<file path="src/rtl/apb_master_pkg.sv">
// Shared types and defaults for the APB request master.
// The optional timeout feature is enabled with APB_REQ_MASTER_TIMEOUT_EN.
package apb_master_pkg;

    typedef enum logic [1:0] {
        IDLE   = 2'd0,
        SETUP  = 2'd1,
        ACCESS = 2'd2
    } apb_mst_state_t;

    localparam int unsigned APB_TIMEOUT_DEFAULT = 256;

endpackage

</file>
<file path="src/rtl/apb_mst_timeout_cnt.sv">
// ACCESS-phase wait-state counter; only instantiated when APB_REQ_MASTER_TIMEOUT_EN is defined.
// expire_o flags the last permitted wait cycle so the master can abort on the following edge.
module apb_mst_timeout_cnt #(
    parameter int unsigned TIMEOUT_CYCLES = apb_master_pkg::APB_TIMEOUT_DEFAULT
) (
    input  logic HCLK,
    input  logic HRESETn,
    input  logic clr_i,
    input  logic en_i,
    output logic expire_o
);

    localparam int unsigned CNT_W = $clog2(TIMEOUT_CYCLES) + 1;

    logic [CNT_W-1:0] cnt_q;
    logic [CNT_W-1:0] cnt_d;

    always_comb begin
        cnt_d = cnt_q;
        if (clr_i) begin
            cnt_d = '0;
        end else if (en_i) begin
            cnt_d = cnt_q + 1'b1;
        end
    end

    always_ff @(posedge HCLK or negedge HRESETn) begin
        if (!HRESETn) begin
            cnt_q <= '0;
        end else begin
            cnt_q <= cnt_d;
        end
    end

    assign expire_o = en_i && (cnt_q == CNT_W'(TIMEOUT_CYCLES - 1));

endmodule

</file>
<file path="src/rtl/apb_req_master.sv">
// APB3 initiator: turns a req/gnt/resp core interface into SETUP/ACCESS transfers.
// Define APB_REQ_MASTER_TIMEOUT_EN to abort ACCESS phases that wait too long for PREADY.
module apb_req_master
    import apb_master_pkg::*;
#(
    parameter int unsigned APB_ADDR_WIDTH = 12,
    parameter int unsigned TIMEOUT_CYCLES = APB_TIMEOUT_DEFAULT
) (
    input  logic                      HCLK,
    input  logic                      HRESETn,
    input  logic                      req_i,
    input  logic [APB_ADDR_WIDTH-1:0] req_addr_i,
    input  logic                      req_we_i,
    input  logic [31:0]               req_wdata_i,
    output logic                      gnt_o,
    output logic                      resp_valid_o,
    output logic [31:0]               resp_rdata_o,
    output logic                      resp_err_o,
    output logic [APB_ADDR_WIDTH-1:0] PADDR,
    output logic [31:0]               PWDATA,
    output logic                      PWRITE,
    output logic                      PSEL,
    output logic                      PENABLE,
    input  logic [31:0]               PRDATA,
    input  logic                      PREADY,
    input  logic                      PSLVERR
);

    apb_mst_state_t            state_q, state_d;
    logic [APB_ADDR_WIDTH-1:0] paddr_q, paddr_d;
    logic [31:0]               pwdata_q, pwdata_d;
    logic                      pwrite_q, pwrite_d;
    logic                      resp_valid_q, resp_valid_d;
    logic [31:0]               resp_rdata_q, resp_rdata_d;
    logic                      resp_err_q, resp_err_d;

    logic xfer_done;
    logic timeout_expire;

    assign xfer_done = (state_q == ACCESS) && PREADY;
    assign gnt_o     = req_i && ((state_q == IDLE) || xfer_done);

`ifdef APB_REQ_MASTER_TIMEOUT_EN
    apb_mst_timeout_cnt #(
        .TIMEOUT_CYCLES (TIMEOUT_CYCLES)
    ) u_timeout_cnt (
        .HCLK     (HCLK),
        .HRESETn  (HRESETn),
        .clr_i    (state_q == SETUP),
        .en_i     ((state_q == ACCESS) && !PREADY),
        .expire_o (timeout_expire)
    );
`else
    logic unused_timeout_cfg;
    assign unused_timeout_cfg = ^TIMEOUT_CYCLES;
    assign timeout_expire     = 1'b0;
`endif

    // Next-state logic.
    always_comb begin
        state_d = state_q;
        unique case (state_q)
            IDLE:   if (gnt_o) state_d = SETUP;
            SETUP:  state_d = ACCESS;
            ACCESS: begin
                if (PREADY) begin
                    state_d = req_i ? SETUP : IDLE;
                end else if (timeout_expire) begin
                    state_d = IDLE;
                end
            end
            default: state_d = IDLE;
        endcase
    end

    // Bus control strobes follow the state directly, so reset drops them asynchronously.
    always_comb begin
        PSEL    = (state_q == SETUP) || (state_q == ACCESS);
        PENABLE = (state_q == ACCESS);
    end

    // Request capture and response formation.
    always_comb begin
        // NOTE: every signal gets a default first so no path through this block infers a latch.
        paddr_d      = paddr_q;
        pwdata_d     = pwdata_q;
        pwrite_d     = pwrite_q;
        resp_valid_d = 1'b0;
        resp_rdata_d = resp_rdata_q;
        resp_err_d   = resp_err_q;

        if (gnt_o) begin
            paddr_d  = req_addr_i;
            pwrite_d = req_we_i;
            pwdata_d = req_we_i ? req_wdata_i : 32'h0;
        end

        if (xfer_done) begin
            resp_valid_d = 1'b1;
            resp_rdata_d = pwrite_q ? 32'h0 : PRDATA;
            resp_err_d   = PSLVERR;
        end else if (timeout_expire) begin
            resp_valid_d = 1'b1;
            resp_rdata_d = 32'h0;
            resp_err_d   = 1'b1;
        end
    end

    always_ff @(posedge HCLK or negedge HRESETn) begin
        // NOTE: state uses non-blocking assignments so every flop samples pre-edge values.
        if (!HRESETn) begin
            state_q      <= IDLE;
            paddr_q      <= '0;
            pwdata_q     <= '0;
            pwrite_q     <= 1'b0;
            resp_valid_q <= 1'b0;
            resp_rdata_q <= '0;
            resp_err_q   <= 1'b0;
        end else begin
            state_q      <= state_d;
            paddr_q      <= paddr_d;
            pwdata_q     <= pwdata_d;
            pwrite_q     <= pwrite_d;
            resp_valid_q <= resp_valid_d;
            resp_rdata_q <= resp_rdata_d;
            resp_err_q   <= resp_err_d;
        end
    end

    assign PADDR        = paddr_q;
    assign PWDATA       = pwdata_q;
    assign PWRITE       = pwrite_q;
    assign resp_valid_o = resp_valid_q;
    assign resp_rdata_o = resp_rdata_q;
    assign resp_err_o   = resp_err_q;

endmodule
</file>
<file path="config.mk">
export PLATFORM = sky130hd
export DESIGN_NAME = apb_req_master
export DESIGN_NICKNAME = d
export VERILOG_FILES = /design/src/rtl/apb_master_pkg.sv /design/src/rtl/apb_mst_timeout_cnt.sv /design/src/rtl/apb_req_master.sv
export SDC_FILE = /design/constraint.sdc
export NUM_CORES = 1
export LEC_CHECK = 0
export BUFFER_PORTS_ARGS = -buffer_cell sky130_fd_sc_hd__clkbuf_2
export CORE_ASPECT_RATIO = 1.4
export CORE_MARGIN = 4
export CORE_UTILIZATION = 46
export DETAILED_ROUTE_END_ITERATION = 12
export GPL_TIMING_DRIVEN = 0
export PLACE_DENSITY = 0.82
export SKIP_CTS_REPAIR_TIMING = 1
export SLEW_MARGIN = 30
export SYNTH_ARGS = -nofsm -noshare
export SYNTH_HDL_FRONTEND = slang
export SYNTH_SLANG_ARGS = --single-unit
</file>
<file path="constraint.sdc">
create_clock -name HCLK -period 2.11 [get_ports HCLK]
set_input_delay 0 -clock HCLK [delete_from_list [all_inputs] [get_ports HCLK]]
set_output_delay 0 -clock HCLK [all_outputs]
set_load 0.02 [all_outputs]
</file>
---- After elaboration in Yosys (flattened, before gate mapping) ----
Index checks and enable logic that the tools add are counted.
operators by class
  equal/unequal tests ..................... 4
  reduce and logical (&&, ||, !) cells .... 6
  mux-type cells .......................... 7
operator list
  operator              number
  $mux W32              2
  $pmux W2 S3           1
  $mux W2               2
  $eq A2 B1 Y1 const B  1
  $eq A2 B2 Y1 const B  1
  $logic_and A1 B1 Y1   2
  $logic_not A2 Y1      1
  $logic_or A1 B1 Y1    2
  $mux W1               2
  $ne A2 B1 Y1 const B  1
  $ne A2 B2 Y1 const B  1
  $reduce_and A2 Y1     1
word-level totals
  register bits ........................... 81
  output and inout bits ................... 82
  logic and storage cells ................. 24

---- Depth between registers and ports, before layout ----
Gate-level depths: netlist of run 1.
  depth in word-level cells ............... 6
  depth in mapped cells ................... 8
  gate-level depth less buffers ........... 6

---- Least setup slack after synthesis of run 1 ----
No wires, ideal clock.
  path type ............................... flip-flop to flip-flop
  start ................................... reg state_q[0]
  end ..................................... reg paddr_q[10] (netlist: PADDR[10])
  data required time ...................... 1.985 ns
  buffers on the path ..................... 1
  setup slack ............................. 0.315 ns
  arrival ................................. 1.671 ns
  stages on the path, launching flop included .. 8
  cells stage by stage .................... dfrtp_1 -> inv_1 -> ha_1 -> nand2_2 -> inv_2 -> o21ai_4 -> buf_6 -> mux2_2
between the ends
  word-level cells in the longest chain between the ends .. 4
  elaborated cells on any way between the ends .. 5
  those cells by class .................... 1 x eq/ne; 4 x reduce/logical
ends and longest elaborated chain
  item                      RTL line               source
  start: declaration        apb_req_master.sv:29   apb_mst_state_t state_q, state_d;
  start signal: assignment  apb_req_master.sv:120  state_q <= state_d;
  $eq A2 B2 Y1              n/a
  named net PENABLE         apb_req_master.sv:23   output logic PENABLE,
  $logic_and A1 B1 Y1       apb_req_master.sv:40   assign xfer_done = (state_q == ACCESS) && PREADY;
  $logic_or A1 B1 Y1        apb_req_master.sv:41   assign gnt_o = req_i && ((state_q == IDLE) || xfer_done);
  $logic_and A1 B1 Y1       apb_req_master.sv:41
  end signal: assignment    apb_req_master.sv:121  paddr_q <= paddr_d;
  end: declaration          apb_req_master.sv:30   logic [APB_ADDR_WIDTH-1:0] paddr_q, paddr_d;
The timed path passes the listed nets, and every way through them passes these cells.
A chain may end at the register's enable or synchronous reset.

---- Final worst setup path of run 1 ----
  start ................................... reg state_q[0]
  end ..................................... out gnt_o
between the ends
  word-level cells in the longest chain between the ends .. 4
  elaborated cells on any way between the ends .. 5
  those cells by class .................... 1 x eq/ne; 4 x reduce/logical
ends and longest elaborated chain
  item                     RTL line              source
  $eq A2 B2 Y1             apb_req_master.sv:40
  $logic_and A1 B1 Y1      apb_req_master.sv:40
  $logic_or A1 B1 Y1 (*)   apb_req_master.sv:41
  $logic_and A1 B1 Y1 (*)  apb_req_master.sv:41
  end: declaration         apb_req_master.sv:15  output logic gnt_o,
Mark *: on every way between the ends. The rest lies on a longest branch, timed or not.

==> results of run 1 <==
Yosys cell counts (all sizes together):
cell type / n
nand3: 32
nor2: 1
nand2b: 32
dfrtp: 81
o2bb2ai: 32
nand2: 33
buf: 9
clkbuf: 16
a32o: 1
o21ai: 34
ha: 4
mux2: 15
o22ai: 1
inv: 7
placed cells by master (no fill, tap or decap), drive strengths merged:
cell type	synthesis	final
nand2	33	33
buf	9	13
bufinv	0	2
dfrtp	81	81
clkbuf	16	188
o22ai	1	1
nor2	1	1
clkinv	0	2
a32o	1	1
nand2b	32	32
inv	7	7
o21ai	34	34
dlygate4sd3	0	79
o2bb2ai	32	32
mux2	15	15
nand3	32	32
clkinvlp	0	1
ha	4	4
final cells by class:
cell class	count	area (µm²)	share of cell area, %
sequential	81	2030	37.9
timing repair buffer	244	1640	30.5
multi-input combinational	185	1190	22.2
clock buffer	11	151	2.83
buffer	25	130	2.43
tap	95	119	2.22
clock inverter	5	77.6	1.45
inverter	7	26.3	0.491
through the flow:
step	cells	cell area (µm²)
2_1_floorplan	298	3370
6_report	653	5350
4_1_cts	570	4530
3_5_place_dp	554	4300
5_1_grt	653	5350
3_3_place_gp	554	4300
per-layer routing:
| layer | vias up | GRT usage [%] | part of all wire [%] |
|---|---|---|---|
| li1 | 1541 | - | - |
| met1 | 1634 | 24.8 | 35 |
| met5 | - | 0 | 0 |
| met2 | 178 | 32.1 | 54 |
| met4 | 0 | 6.88 | 3.4 |
| met3 | 37 | 4.88 | 7.2 |
path summary, 6_finish.rpt:
check,from,end,slack [ns]
min,req_we_i,PWDATA[31]$_DFFE_PN0P_,0.02
max,state_q[0]$_DFFE_PN0P_,gnt_o,0.12
min in group asynchronous,HRESETn,PWDATA[0]$_DFFE_PN0P_,0.23
min reg2reg,resp_rdata_o[12]$_DFFE_PN0P_,resp_rdata_o[12]$_DFFE_PN0P_,0.49
max in group asynchronous,HRESETn,PADDR[6]$_DFFE_PN0P_,1.43
max reg2reg,state_q[0]$_DFFE_PN0P_,PWDATA[10]$_DFFE_PN0P_,0.25
worst reg2reg max path, delay by kind of cell (launching register included):
kind / cells / cell delay (ns)
flip-flops: 1 / 0.38
buffers and inverters: 3 / 0.55
AO/OA/AOI/OAI: 1 / 0.16
AND/OR/NAND/NOR: 2 / 0.40
adder cells (fa/ha/maj): 1 / 0.24
logic make-up (layout without fill, tap and decap cells):
kind of cell	after synthesis	in the layout	share of synthesized area, %
AO/OA/AOI/OAI	68	68	14.2
adder cells (fa/ha/maj)	4	4	1.48
buffers and inverters	32	292	4.64
flip-flops	81	81	60.1
multiplexers	15	15	5.01
AND/OR/NAND/NOR	98	98	14.6
registers in the layout (all words and copies together), names as in the netlist:
signal	count
PADDR	12
PWDATA	32
PWRITE	1
resp_err_o	1
resp_rdata_o	32
resp_valid_o	1
state_q	2
report_power, final:
| group | switching, µW | internal (µW) | leakage (µW) |
|---|---|---|---|
| Sequential | 453 | 2260 | 0.00104 |
| Clock | 543 | 727 | 0.000115 |
| Combinational | 2130 | 1330 | 0.00150 |
| Total | 3130 | 4320 | 0.00266 |
==> flow_metrics.tcl, run 1 <==
set metrics [dict create \
    status "finished, final reports clean" \
    leakage_uw 0.00266 \
    fp-row-count 36 \
    max_slew.worst_pin.slew_ns 0.635 \
    clkSinkCount 81 \
    drtAntennaViolNets 0 \
    filler_cell_count 451 \
    rr_worst_depth 7 \
    pin_count 164 \
    grtUsageTotal_pct 19.5 \
    synth_area_um2 3370 \
    hp-class "input port to register" \
    port-buffer-count 161 \
    die-width_um 80.3 \
    syn_area_per_cell_um2 11.3 \
    grt_max_degree 82 \
    finalMaxSlewViolations 0 \
    place_ws_ns 0.208 \
    ys_seq_area_share_pct 60.1 \
    antenna_found_initial 0 \
    finalClockSkew_ns 0.0111 \
    power-per-cell-area_nw_per_um2 1390 \
    synth_cell_types 18 \
    yosys_warnings 0 \
    fin_ws_ns 0.117 \
    critical_path.top_delay_family "buffers and inverters" \
    drive_above_1_share_pct 37.3 \
    crit_path_end_kind "output pin" \
    cts_buffer_depth 2 \
    synth_nets 384 \
    cap_viol_max_count 0 \
    numCtsBuffers 9 \
    startpoint_type "register" \
    die_h_um 109 \
    first_pass_iters 4 \
    synth_area_leaders "dfrtp_1 (60%), o2bb2ai_1 (8.3%), nand2b_1 (5.9%), mux2_2 (5.0%), o21ai_0 (4.9%)" \
    wl_per_cell_um 17.3 \
    gp_congestion 0.805 \
    clk_latency_ns 0.35 \
    p_total_uw 7450 \
    grt_pass1_wl_um 13200 \
    max_clock_freq_mhz 502 \
    arrival_ns 1.99 \
    area_delta_synth_final_pct 58.8 \
    drcViolationCount 0 \
    core_area_um2 7030 \
    worst_ir_drop_vdd_mv 0.729 \
    holdPathStages 3 \
    initialDrtViolationCount 275 \
    viasPerCell 5.19 \
    yosysTopAreaCellShare_pct 60.1 \
    path_clk_slew_ns 0.08 \
    setup_violations 0 \
    grt_overflow 0 \
    worst-path-buf-inv 6 \
    yosysTopAreaCell "dfrtp_1" \
    start_util_pct 48.0 \
    finalCritPeriodShare_pct 94.5 \
    period_needed_ns 1.99 \
    cp.depth 9 \
    syn_inst 298 \
    fin_nets 639 \
    holdWs_ns 0.0152 \
    cp_slowest_cell "dfrtp_1" \
    cts_root_buf "clkbuf_8" \
    tns_ns 0 \
    wirelength_um 11300 \
    maxSlewHeadroom_pct 57.7 \
    hold_violations 0 \
    critPathKind "register to output pin" \
    n_antenna_cell 0 \
    grt_pass1_vias 2722 \
    htreeDepth 3 \
    cts_tree "done" \
    synth-seq-cells 81 \
    crit_path_max_fanout 10 \
    dieArea_um2 8780 \
    required_ns 2.11 \
    utilization_pct 76.2 \
    path_cells "inv_1 -> ha_1 -> nand2_2 -> inv_2 -> o21ai_4 -> buf_6 -> buf_6 -> inv_1 -> clkbuf_2" \
    dp_hpwl_um 6420 \
    cp_slowest_stage_delay_ns 0.38 \
    num_vias 3390 \
]
No activity file was read; power rests on OpenSTA's default activity.
==> inputs of run 2 (changes only) <==
--- a/config.mk
+++ b/config.mk
@@ -11,7 +11,7 @@
 export CORE_UTILIZATION = 46
 export DETAILED_ROUTE_END_ITERATION = 12
 export GPL_TIMING_DRIVEN = 0
-export PLACE_DENSITY = 0.82
+export PLACE_DENSITY_LB_ADDON = 0.08
 export SKIP_CTS_REPAIR_TIMING = 1
 export SLEW_MARGIN = 30
 export SYNTH_ARGS = -nofsm -noshare
==> run 2 against run 1 <==
Compared with the run above:
- combinational power is 3% lower
- final area down 1.4%
- clock power fell by 20%
- critical path depth stayed put
- utilization fell by 1.1 points
- routed wire length decreased by 13%
- die area stayed put
- largest cell class unchanged
- cell count decreased by 0.46%
- clock-buffer cell count is 2 higher
- critical endpoint unchanged
- first-iteration DRC count fell by 61%
- via count down 5.7%
==> flow_metrics.tcl, run 2 (synthesized netlist as in run 1, its figures left out) <==
set metrics [dict create \
    status "finished, final reports clean" \
    hold_violations 0 \
    wirelength_um 9830 \
    numCtsBuffers 9 \
    design_area_um2 5280 \
    hp-class "input port to register" \
    num_vias 3196 \
    r2r-start "state_q[0]$_DFFE_PN0P_" \
    clk_latency_ns 0.35 \
    cap_viol_max_count 0 \
    antenna_found_initial 0 \
    instances_no_fill 650 \
    pwr-share-comb_pct 47.7 \
    utilization_pct 75.1 \
    wl_per_cell_um 15.1 \
    setup_violations 0 \
    finalCritPeriodShare_pct 93.6 \
    fin_ws_ns 0.134 \
    pin_count 164 \
    initialDrtViolationCount 106 \
    grt_pass1_vias 2814 \
    tns_ns 0 \
    clkSinkCount 81 \
    grt_pass1_wl_um 13300 \
    crit_path_max_fanout 10 \
    first_pass_iters 4 \
    period_needed_ns 1.98 \
    max_slew.worst_pin.slew_ns 0.627 \
    maxSlewHeadroom_pct 58.2 \
    max_clock_freq_mhz 506 \
    leakage_uw 0.00262 \
    grt_overflow 0 \
    fp-row-count 36 \
    area_delta_synth_final_pct 56.5 \
    critPathKind "register to output pin" \
    viasPerCell 4.92 \
    cts_tree "done" \
    r2r_slack_ns 0.23 \
    final_common_cell "clkbuf_2" \
    grtUsageTotal_pct 19.9 \
    required_ns 2.11 \
    final_cell_mix "clkbuf_2 (160), dfrtp_1 (81), dlygate4sd3_1 (79)" \
    die_h_um 109 \
    holdPathStages 3 \
    arrival_ns 1.98 \
    p_int_uw 4060 \
    dp_cells 554 \
    start_util_pct 48.0 \
    place_ws_ns 0.198 \
    drcViolationCount 0 \
    finalClockSkew_ns 0.00759 \
    finalMaxSlewViolations 0 \
    die-width_um 80.3 \
    port-buffer-count 161 \
    r2r_end "PWDATA[28]$_DFFE_PN0P_" \
    power-per-cell-area_nw_per_um2 1330 \
    rr_worst_depth 7 \
    dieArea_um2 8780 \
    grt_max_degree 82 \
    startpoint_type "register" \
    htreeDepth 3 \
    core_area_um2 7030 \
    drive_above_1_share_pct 36.6 \
    gp_congestion 0.775 \
    min_to "PWDATA[30]$_DFFE_PN0P_" \
    path_clk_slew_ns 0.08 \
    dpl_cell_area_um2 4300 \
    seqPwrFrac_pct 38.0 \
    cts_root_buf "clkbuf_8" \
    n_antenna_cell 0 \
    hold_start "req_i" \
    cts_buffer_depth 2 \
    power.switching_uw 2980 \
    drtAntennaViolNets 0 \
    worst_ir_drop_vdd_mv 0.733 \
    fin_nets 636 \
    dp_hpwl_um 6430 \
    sw_frac_of_total_pct 42.4 \
    clkPwrFrac_pct 14.3 \
    crit_path_end_kind "output pin" \
]
[run 2: critical path, stage by stage (launching register included)]
cell      delay (ns)
dfrtp_1         0.41
inv_1           0.09
ha_1            0.25
nand2_2         0.11
inv_2           0.07
o21ai_4         0.18
buf_6           0.18
buf_6           0.15
inv_1           0.04
clkbuf_2        0.14
[run 2: how the worst max path moves through the flow]
| stage | depth (start not counted) | end | startpoint | slack, ns |
|---|---|---|---|---|
| finish | 9 | gnt_o | state_q[0]$_DFFE_PN0P_ | 0.13 |
| global route | 9 | gnt_o | state_q[0]$_DFFE_PN0P_ | -0.003 |
| CTS | 9 | gnt_o | state_q[0]$_DFFE_PN0P_ | -0.07 |
| detailed placement | 7 | PADDR[11]$_DFFE_PN0P_ | state_q[0]$_DFFE_PN0P_ | 0.20 |
| global placement | 1 | resp_rdata_o[10]$_DFFE_PN0P_ | HRESETn | 0.22 |
| floorplan | 7 | PADDR[10]$_DFFE_PN0P_ | state_q[0]$_DFFE_PN0P_ | 0.31 |
[run 2: stage by stage]
step                      hold slack (ns)  total power [µW]
after detailed placement           0.0744              5950
after global routing               0.0547              7520
after global placement              0.234              5860
after CTS                          -0.304              6970
after floorplan                    -0.296              4730
final                              0.0389              7040
[run 2: routing by layer]
| metal | GRT usage, % | share of wire [%] |
|---|---|---|
| met1 | 24.0 | 39 |
| met2 | 33.5 | 53 |
| met3 | 5.79 | 6.0 |
| met4 | 7.61 | 2.2 |
| met5 | 0 | 0 |
[run 2: cell type report]
type                            instances  area (µm²)
Buffer                                 25         130
Clock buffer                           13         159
Clock inverter                          3        15.0
Fill cell                             515        1750
Inverter                                7        26.3
Multi-Input combinational cell        185        1190
Sequential cell                        81        2030
Tap cell                               95         119
Timing Repair Buffer                  241        1610
[run 2: power groups by stage]
stage	Combinational [µW]	Clock, µW	Sequential [µW]
CTS	3260	1030	2680
global route	3640	1110	2780
finish	3360	1010	2680
global placement	3190	0	2670
detailed placement	3260	0	2700
floorplan	1210	0	3520
